**src/rtl/rr_arbiter8.sv**
```systemverilog
// rr_arbiter8: eight-way round-robin arbiter with registered one-hot grant.
// Ports: clk, rst (sync, active-high), req[7:0], done -> gnt[7:0],
//   gnt_idx[2:0], gnt_valid, timeout.
// Optional hold limit enabled by defining ARB_TIMEOUT_EN (uses MAX_HOLD).
module rr_arbiter8 #(
  parameter int MAX_HOLD = 16
) (
  input  logic       clk,
  input  logic       rst,
  input  logic [7:0] req,
  input  logic       done,
  output logic [7:0] gnt,
  output logic [2:0] gnt_idx,
  output logic       gnt_valid,
  output logic       timeout
);

  typedef enum logic {
    IDLE  = 1'b0,
    GRANT = 1'b1
  } state_t;

  if (MAX_HOLD < 2 || MAX_HOLD > 255) begin : g_bad_hold
    $error("rr_arbiter8: MAX_HOLD out of range 2..255");
  end

  state_t     r_state;
  logic [2:0] r_ptr;
  logic [7:0] r_gnt;
  logic [2:0] r_gnt_idx;
  logic       r_gnt_valid;
  logic       r_timeout;

  state_t     w_state_nxt;
  logic [2:0] w_ptr_nxt;
  logic [7:0] w_gnt_nxt;
  logic [2:0] w_idx_nxt;
  logic       w_vld_nxt;
  logic       w_to_nxt;

  logic [2:0] w_cand;
  logic [2:0] w_pick;
  logic       w_found;
  logic       w_to;
  logic       w_rel;

`ifdef ARB_TIMEOUT_EN
  logic [7:0] r_hold;

  // Zero during the grant cycle, so the owner keeps the
  // resource for that cycle plus MAX_HOLD more.
  always_ff @(posedge clk) begin
    if (rst) begin
      r_hold <= 8'd0;
    end else if (r_state == IDLE) begin
      r_hold <= 8'd0;
    end else begin
      r_hold <= r_hold + 8'd1;
    end
  end

  assign w_to = (r_state == GRANT) &&
                (r_hold == 8'(MAX_HOLD));
`else
  assign w_to = 1'b0;
`endif

  // Scan ptr, ptr+1, ... wrapping mod 8; first set bit wins.
  always_comb begin
    w_cand  = 3'd0;
    w_pick  = 3'd0;
    w_found = 1'b0;
    for (int i = 0; i < 8; i++) begin
      w_cand = r_ptr + 3'(i);
      if (!w_found && req[w_cand]) begin
        w_pick  = w_cand;
        w_found = 1'b1;
      end
    end
  end

  assign w_rel = (r_state == GRANT) &&
                 (done || !req[r_gnt_idx] || w_to);

  always_comb begin
    w_state_nxt = r_state;
    w_ptr_nxt   = r_ptr;
    w_gnt_nxt   = r_gnt;
    w_idx_nxt   = r_gnt_idx;
    w_vld_nxt   = r_gnt_valid;
    w_to_nxt    = 1'b0;
    unique case (r_state)
      IDLE: begin
        if (w_found) begin
          w_state_nxt = GRANT;
          w_gnt_nxt   = 8'd1 << w_pick;
          w_idx_nxt   = w_pick;
          w_vld_nxt   = 1'b1;
        end
      end
      GRANT: begin
        if (w_rel) begin
          w_state_nxt = IDLE;
          w_gnt_nxt   = 8'd0;
          w_idx_nxt   = 3'd0;
          w_vld_nxt   = 1'b0;
          w_ptr_nxt   = r_gnt_idx + 3'd1;
          w_to_nxt    = w_to;
        end
      end
      default: begin
        w_state_nxt = IDLE;
      end
    endcase
  end

  always_ff @(posedge clk) begin
    if (rst) begin
      r_state     <= IDLE;
      r_ptr       <= 3'd0;
      r_gnt       <= 8'd0;
      r_gnt_idx   <= 3'd0;
      r_gnt_valid <= 1'b0;
      r_timeout   <= 1'b0;
    end else begin
      r_state     <= w_state_nxt;
      r_ptr       <= w_ptr_nxt;
      r_gnt       <= w_gnt_nxt;
      r_gnt_idx   <= w_idx_nxt;
      r_gnt_valid <= w_vld_nxt;
      r_timeout   <= w_to_nxt;
    end
  end

  assign gnt       = r_gnt;
  assign gnt_idx   = r_gnt_idx;
  assign gnt_valid = r_gnt_valid;
  assign timeout   = r_timeout;

endmodule
```
**config.mk**
```make
export PLATFORM = sky130hd
export DESIGN_NAME = rr_arbiter8
export DESIGN_NICKNAME = d
export VERILOG_FILES = /design/src/rtl/rr_arbiter8.sv
export SDC_FILE = /design/constraint.sdc
export NUM_CORES = 1
export LEC_CHECK = 0
export ABC_AREA = 1
export CAP_MARGIN = 0
export CORE_ASPECT_RATIO = 0.7
export CORE_UTILIZATION = 30
export CTS_BUF_LIST = sky130_fd_sc_hd__clkbuf_2 sky130_fd_sc_hd__clkbuf_4 sky130_fd_sc_hd__clkbuf_8
export DETAILED_ROUTE_END_ITERATION = 8
export HOLD_SLACK_MARGIN = 0.1
export PLACE_DENSITY_LB_ADDON = 0.12
export SLEW_MARGIN = 25
export SYNTH_ARGS = -nofsm -noshare
export SYNTH_HDL_FRONTEND = slang
export SYNTH_SLANG_ARGS = --single-unit
```
**constraint.sdc**
```tcl
create_clock -name clk -period 2.24 [get_ports clk]
set_input_delay 0.448 -clock clk [delete_from_list [all_inputs] [get_ports clk]]
set_output_delay 0.448 -clock clk [all_outputs]
set_load 0.005 [all_outputs]
```
---- After elaboration in Yosys (flattened, before gate mapping) ----
Index checks and enable logic that the tools add are counted.
W data, S select, Z words.
cells by class
  $add $sub $neg .......................... 8
  multipliers ............................. 0
  divide/modulo/power cells ............... 0
  order comparisons ....................... 9
  equal/unequal tests ..................... 2
  shift operators ......................... 1
  multiplexer cells ....................... 46
  bitwise gates (word level) .............. 1
  reductions and logical operators ........ 19
operators by type and width
  operator               count
  $lt A3 B4 Y1 const B   9
  $mux W3                10
  $bmux W1 S3            9
  $mux W1                21
  $mux W8                2
  $pmux W8 S2            1
  $add A3 B3 Y3 const B  4
  $logic_and A1 B1 Y1    8
  $logic_not A1 Y1       8
  $shl A1 B3 Y8 const A  1
  $add A3 B1 Y3 const B  2
  $add A3 B2 Y3 const B  2
  $pmux W3 S2            1
  $pmux W1 S2            2
  $reduce_and A2 Y1      2
  $ne A2 B1 Y1 const B   1
  $ne A2 B2 Y1 const B   1
  $logic_or A1 B1 Y1     1
  $not A1 Y1             1
word-level totals
  register bits after elaboration ......... 16
  bits in latches ......................... 0
  memory bits (writable) .................. 0
  bits in read-only memories .............. 0
  bits of input ports ..................... 11
  output and inout bits ................... 13
  logic and storage cells ................. 91
  memories kept ........................... 0

---- Longest topological paths before layout ----
Gate-level depths: netlist of the first run.
  depth after elaboration ................. 27
  depth in mapped cells ................... 20
  mapped depth without buffers ............ 18

---- Worst setup path before layout of the first run ----
Ideal clock, no wire load.
  kind .................................... register -> register
  start point ............................. register r_ptr[0]
  end point ............................... register r_gnt[2], in the netlist gnt[2]
  setup time .............................. 0.065 ns
  arrival time ............................ 2.415 ns
  data required time ...................... 2.175 ns
  path slack .............................. -0.240 ns
  cell stages (with the launch flop) ...... 20
  path buffers ............................ 2
  clock period less this slack ............ 2.480 ns
  cell sequence ........................... dfxtp_1 -> buf_6 -> inv_4 -> buf_8 -> ha_1 -> inv_1 -> nand3_2 -> nand3_2 -> nand2_4 -> nor2_8 -> nand4_2 -> nor2_4 -> nand3b_4 -> nand2_4 -> inv_4 -> nor2_8 -> inv_4 -> nor2_2 -> nor2_1 -> nor2_1
between the ends
  word-level cells in the longest chain between the ends .. 27
RTL lines
  item                                                                    RTL line  text
  start, declared                                                         28        logic [2:0] r_ptr;
  start signal, assigned                                                  127       r_ptr <= w_ptr_nxt;
  parallel branches: the longest is 27 deep, another holds $add A3 B1 Y3  --
  end signal, assigned                                                    128       r_gnt <= w_gnt_nxt;
  end, declared                                                           29        logic [7:0] r_gnt;
Parallel ways; which one is timed is not known. The select of a mux whose other input is x is not followed.
A chain may end at the register's enable or synchronous reset.

---- Final worst setup path of the first run ----
  start point ............................. register r_ptr[0]
  end point ............................... register r_gnt[6], in the netlist gnt[6]
The elaborated chain is that of the path after synthesis.

==> impl_metrics.ini, run 1 <==
[outcome]
outcome = completed

[pwr]
power_density_nw_per_um2 = 1480
ir_drop_mv = 0.506
cellLeakagePower_nw = 1.08
p_total_w = 0.00354

[placement]
placed_cell_area_um2 = 2100
place.gp.congestion = 0.838
io_buffers = 22
hpwl_mm = 3.66

[synth]
ys_seq_area_frac = 0.206
synth_ff_type = dfxtp_1
synth_top_area_cell = dfxtp_1
syn_avg_cell_area_um2 = 6.67
syn-cell-area_um2 = 1550
synth_warnings = 0
synth_edf_count = 0
netlist_instances = 233
synth-seq-cells = 16
synth_top_area_frac = 0.206
synth_area_leaders = dfxtp_1 21%, nand2_1 13%, nand3_1 9.3%
synthTopCellsByCount = 52 x nand2_1, 29 x nand3_1, 25 x nor2_1, 21 x inv_1, 16 x dfxtp_1
synth_fp_nets = 247
async_flop_share = 0
yosysMostFrequentCell = nand2_1
ys_types = 35

[detailed_routing]
via_per_inst = 4.66
dr.pass1.iters = 4
vias = 1697
drcViolationCount = 0
ant_nets = 0
wirelength_mm = 4.42
routedWlPerCell_um = 12.1
drt_iter0_drc = 69

[critical_path]
worstReg2RegStart = r_ptr[0]$_SDFFE_PP0P_
crit-reg2reg-capture = gnt[6]$_SDFFE_PP0P_
r2r_slack_ns = 0.03
path_class = register to register
crit_required_ns = 2.43
crit_path_start_kind = register
critPathArrivalTime_ns = 2.41
critPathCaptureType = register
worst-path-max-fanout = 6
ff2ff_path_depth = 15

[cells_and_area]
finalNetCount = 310
fin_area_um2 = 2400
fin_util = 0.491
n_antenna_cell = 0
drive_above_1_share = 0.410
area_delta_synth_final_pct = 54.3

[clocking]
cts_hold_buf = 0
clkLatencyLatePin_ns = 0.25
cts_root_buf = clkbuf_8
clk_pin_slew_ns = 0.06
cts.htree.levels = 1
tritoncts = done
clockBufferDepth = 2
cts-buffers-inserted = 3
clock-sinks = 16

[timing]
setup_tns_ns = 0
rsz0062_at_grt = true
hold_violations = 0
finalMaxSlewViolations = 0
fmax_mhz = 452
finalSetupViolCount = 0
timing.hold.ws_ns = 0.446
min_period_ns = 2.21
skew_ns = 0.00198
fin_crit_sh = 0.989

[die]
design.die.area_um2 = 5480
core_region_area_um2 = 4890
initial_utilization = 0.318
rows = 21
ios = 24
die_w_um = 88.0
die_h_um = 62.2

[grt]
antenna_found_initial = 0
grt_use_total = 0.176
grt_pass1_vias = 1566
grt_pass1_wl_mm = 7.51
grt_max_degree = 11
gr-total-overflow = 0

[min_path]
hold-path-cell-count = 2
hp-class = register to register
hold_path_end = gnt_valid$_SDFFE_PP0P_
hp-start = gnt_valid$_SDFFE_PP0P_

[run]
maxCapViolations = 0
[layout by cell type (no fill, tap or decap), drive strengths merged, types with 4 or more instances in the layout]
cell	n
a21oi	11
buf	42
clkbuf	4
clkdlybuf4s50	14
dfxtp	16
dlygate4sd2	7
inv	27
nand2	64
nand3	39
nand4	7
nor2	35
o21ai	11
[metal layers]
| layer | track usage | wire length, µm | vias up |
|---|---|---|---|
| li1 | - | - | 894 |
| met3 | 0.0319 | 139 | 0 |
| met4 | 0.0242 | 0 | 0 |
| met5 | 0 | 0 | - |
| met2 | 0.250 | 1870 | 27 |
| met1 | 0.276 | 2410 | 776 |
[repair_timing]
action	CTS	global route
setup endpoints to repair	12	13
setup buffers	2	4
gates resized for setup	24	34
pin swaps	8	12
[power breakdown]
| part | switching, W | internal, W |
|---|---|---|
| sequential | 0.000115 | 0.000385 |
| clock | 0.0000998 | 0.000156 |
| combinational | 0.00153 | 0.00126 |
[per-stage QoR]
stage	setup slack, ns	std cells
floorplan	0.00452	233
global placement	-0.379	354
detailed placement	-0.343	354
CTS	0.00878	360
global route	-0.159	364
finish	0.0256	364
[critical path: stages, from the launching register on]
cell and delay [ns]:
dfxtp_4 0.38, inv_4 0.05, ha_4 0.30, inv_8 0.10, nand3_4 0.10, nand3_4 0.11
nand2_4 0.07, nor2_8 0.11, nand4_4 0.09, nor2_4 0.18, nand4_1 0.17, nand3_4 0.16
nand2_1 0.09, nor2_1 0.12, nor2_1 0.05, nor2_1 0.06
[logic make-up (layout without fill, tap and decap cells)]
kind of cell	after synthesis	count (layout)	share of synthesized area
muxes	1	1	0.00644
adders and majority gates	3	3	0.0242
xor gates and xnor gates	5	5	0.0330
buffers and inverters	33	95	0.102
DFF	16	16	0.206
and+or+nand+nor	146	146	0.521
AOI/OAI and AO/OA	28	28	0.105
other	1	1	0.00241
[area by class of cell]
class	count	area, µm²
Sequential cell	16	327
Inverter	27	116
Fill cell	507	2490
Multi-Input combinational cell	184	1280
Clock buffer	4	55.1
Tap cell	69	86.3
Timing Repair Buffer	64	533
[registers in the layout (all words and copies together) (netlist names)]
signal	count
gnt	8
gnt_idx	3
gnt_valid	1
r_ptr	3
r_state	1
[how the worst max path moves through the flow]
stage          cells past startpoint             startpoint             endpoint
6_report                          15  r_ptr[0]$_SDFFE_PP0P_  gnt[6]$_SDFFE_PP0P_
2_1_floorplan                     19  r_ptr[0]$_SDFFE_PP0P_  gnt[2]$_SDFFE_PP0P_
3_3_place_gp                      15                 req[5]  gnt[4]$_SDFFE_PP0P_
3_5_place_dp                      15                 req[5]  gnt[4]$_SDFFE_PP0P_
4_1_cts                           17  r_ptr[0]$_SDFFE_PP0P_  gnt[7]$_SDFFE_PP0P_
5_1_grt                           15  r_ptr[0]$_SDFFE_PP0P_  gnt[6]$_SDFFE_PP0P_
Power figures use the tool's default switching activity.
==> run 2, diff against run 1 <==
Settings changed: CORE_ASPECT_RATIO 0.7 to default.
==> impl_metrics.ini, run 2 (synthesized netlist as in run 1, its figures left out) <==
[pwr]
ir_drop_mv = 0.638
p_comb_frac = 0.793
p_switching_w = 0.00177
cellLeakagePower_nw = 1.10
pwr-share-seq = 0.133
swShare = 0.498
p_int_w = 0.00178
p_clk_frac = 0.074
power_density_nw_per_um2 = 1470

[grt]
grt_max_degree = 13
grt_pass1_vias = 1487
grt_pass1_wl_mm = 6.81
grt_use_total = 0.161
gr-total-overflow = 0
antenna_found_initial = 0

[placement]
placed_cell_area_um2 = 2100
placedCellCount = 350
hpwl_mm = 3.35
place.gp.congestion = 0.830
io_buffers = 22
pre_cts_ws_ns = -0.325

[clocking]
cts_root_buf = clkbuf_8
cts_hold_buf = 0
cts-buffers-inserted = 3
clockBufferDepth = 2
clock-sinks = 16
cts.htree.levels = 1
clk_pin_slew_ns = 0.07
clkLatencyLatePin_ns = 0.26
tritoncts = done

[detailed_routing]
drt_iter0_drc = 67
wirelength_mm = 4.29
drcViolationCount = 0
ant_nets = 0
via_per_inst = 4.62
routedWlPerCell_um = 11.9
dr.pass1.iters = 4
vias = 1659

[cells_and_area]
area_delta_synth_final_pct = 55.5
seqCellArea_um2 = 325
layout_common_cells = 40 x nand2_1, 37 x buf_4, 21 x nor2_1, 21 x nand3_1, 18 x inv_1
drive_above_1_share = 0.418
fin_area_um2 = 2420
final_cells = 359
final_common_cell = nand2_1
nFillCells = 478
largest_register_ffs = 8
multiInputGateArea_um2 = 1290
finalNetCount = 307
n_antenna_cell = 0

[die]
initial_utilization = 0.321
core_region_area_um2 = 4850
die_w_um = 74.0
die_h_um = 74.0
rows = 25
ios = 24
design.die.area_um2 = 5470

[timing]
setup_ws_ns = 0.0372
hold_violations = 0
min_period_ns = 2.20
setup_tns_ns = 0
rsz0062_at_grt = true
fin_crit_sh = 0.983
skew_ns = 0.00437
fmax_mhz = 454
finalMaxSlewViolations = 0
finalSetupViolCount = 0

[critical_path]
ff2ff_path_depth = 17
crit_required_ns = 2.44
crit_path_start_kind = register
critPathCaptureType = register
path_class = register to register
critPathArrivalTime_ns = 2.40
worst-path-max-fanout = 7

[min_path]
hold-path-cell-count = 2
hp-class = register to register

[run]
maxCapViolations = 0

[outcome]
outcome = completed
## run 2: area by class of cell
class | count | area share
clock buffers | 4 | 0.0228
inverters | 27 | 0.0482
multi-input cells | 184 | 0.535
flip-flops and latches | 16 | 0.135
well taps | 67 | 0.0347
repair buffers | 61 | 0.225
## run 2: path summary, 6_finish.rpt
path                                from                     end  slack [ns]
setup / recovery   r_ptr[1]$_SDFFE_PP0P_     gnt[3]$_SDFFE_PP0P_        0.04
hold / removal    gnt_valid$_SDFFE_PP0P_  gnt_valid$_SDFFE_PP0P_        0.45
setup reg to reg   r_ptr[1]$_SDFFE_PP0P_     gnt[3]$_SDFFE_PP0P_        0.04
hold reg to reg   gnt_valid$_SDFFE_PP0P_  gnt_valid$_SDFFE_PP0P_        0.45
## run 2: power groups by stage
stage | logic [W] | registers [W] | clock network (W)
floorplan | 0.00150 | 0.000458 | 0
detailed placement | 0.00232 | 0.000479 | 0
global placement | 0.00234 | 0.000481 | 0
CTS | 0.00236 | 0.000476 | 0.000266
finish | 0.00281 | 0.000473 | 0.000261
global route | 0.00306 | 0.000492 | 0.000277
## run 2: timing repair
action                     4_1_cts  5_1_grt
resized for setup               11       52
setup endpoints to repair        8       12
setup buffers                    0        5
pin swaps                        4       13
hold endpoints to repair         0        0
## run 2: per-stage QoR
step	total power (W)	utilization	hold slack [ns]
CTS	0.00311	0.448	0.452
floorplan	0.00196	-	0.442
global route	0.00383	0.498	0.469
global placement	0.00282	0.433	0.437
detailed placement	0.00280	0.433	0.436
finish	0.00355	0.498	0.448
## run 2: routing by layer
| metal | track usage | share of wire | up-vias | routed length, µm |
|---|---|---|---|---|
| li1 | - | - | 876 | - |
| met1 | 0.238 | 0.50 | 751 | 2160 |
| met2 | 0.243 | 0.46 | 27 | 1970 |
| met3 | 0.0136 | 0.024 | 5 | 102 |
| met4 | 0.0577 | 0.014 | 0 | 58 |
| met5 | 0 | 0 | - | 0 |
## run 2: worst max-delay path: stages (launching register included)
cell	delay, ns
dfxtp_2	0.34
inv_2	0.05
ha_4	0.29
inv_6	0.10
nand3_4	0.11
nand3_4	0.12
nand2_4	0.07
nor2_8	0.11
nand4_4	0.09
nor2_4	0.18
nand3b_4	0.11
nand2_4	0.09
inv_4	0.05
nor2_8	0.13
inv_4	0.06
nor2_2	0.07
nor2_1	0.04
nor2_1	0.07
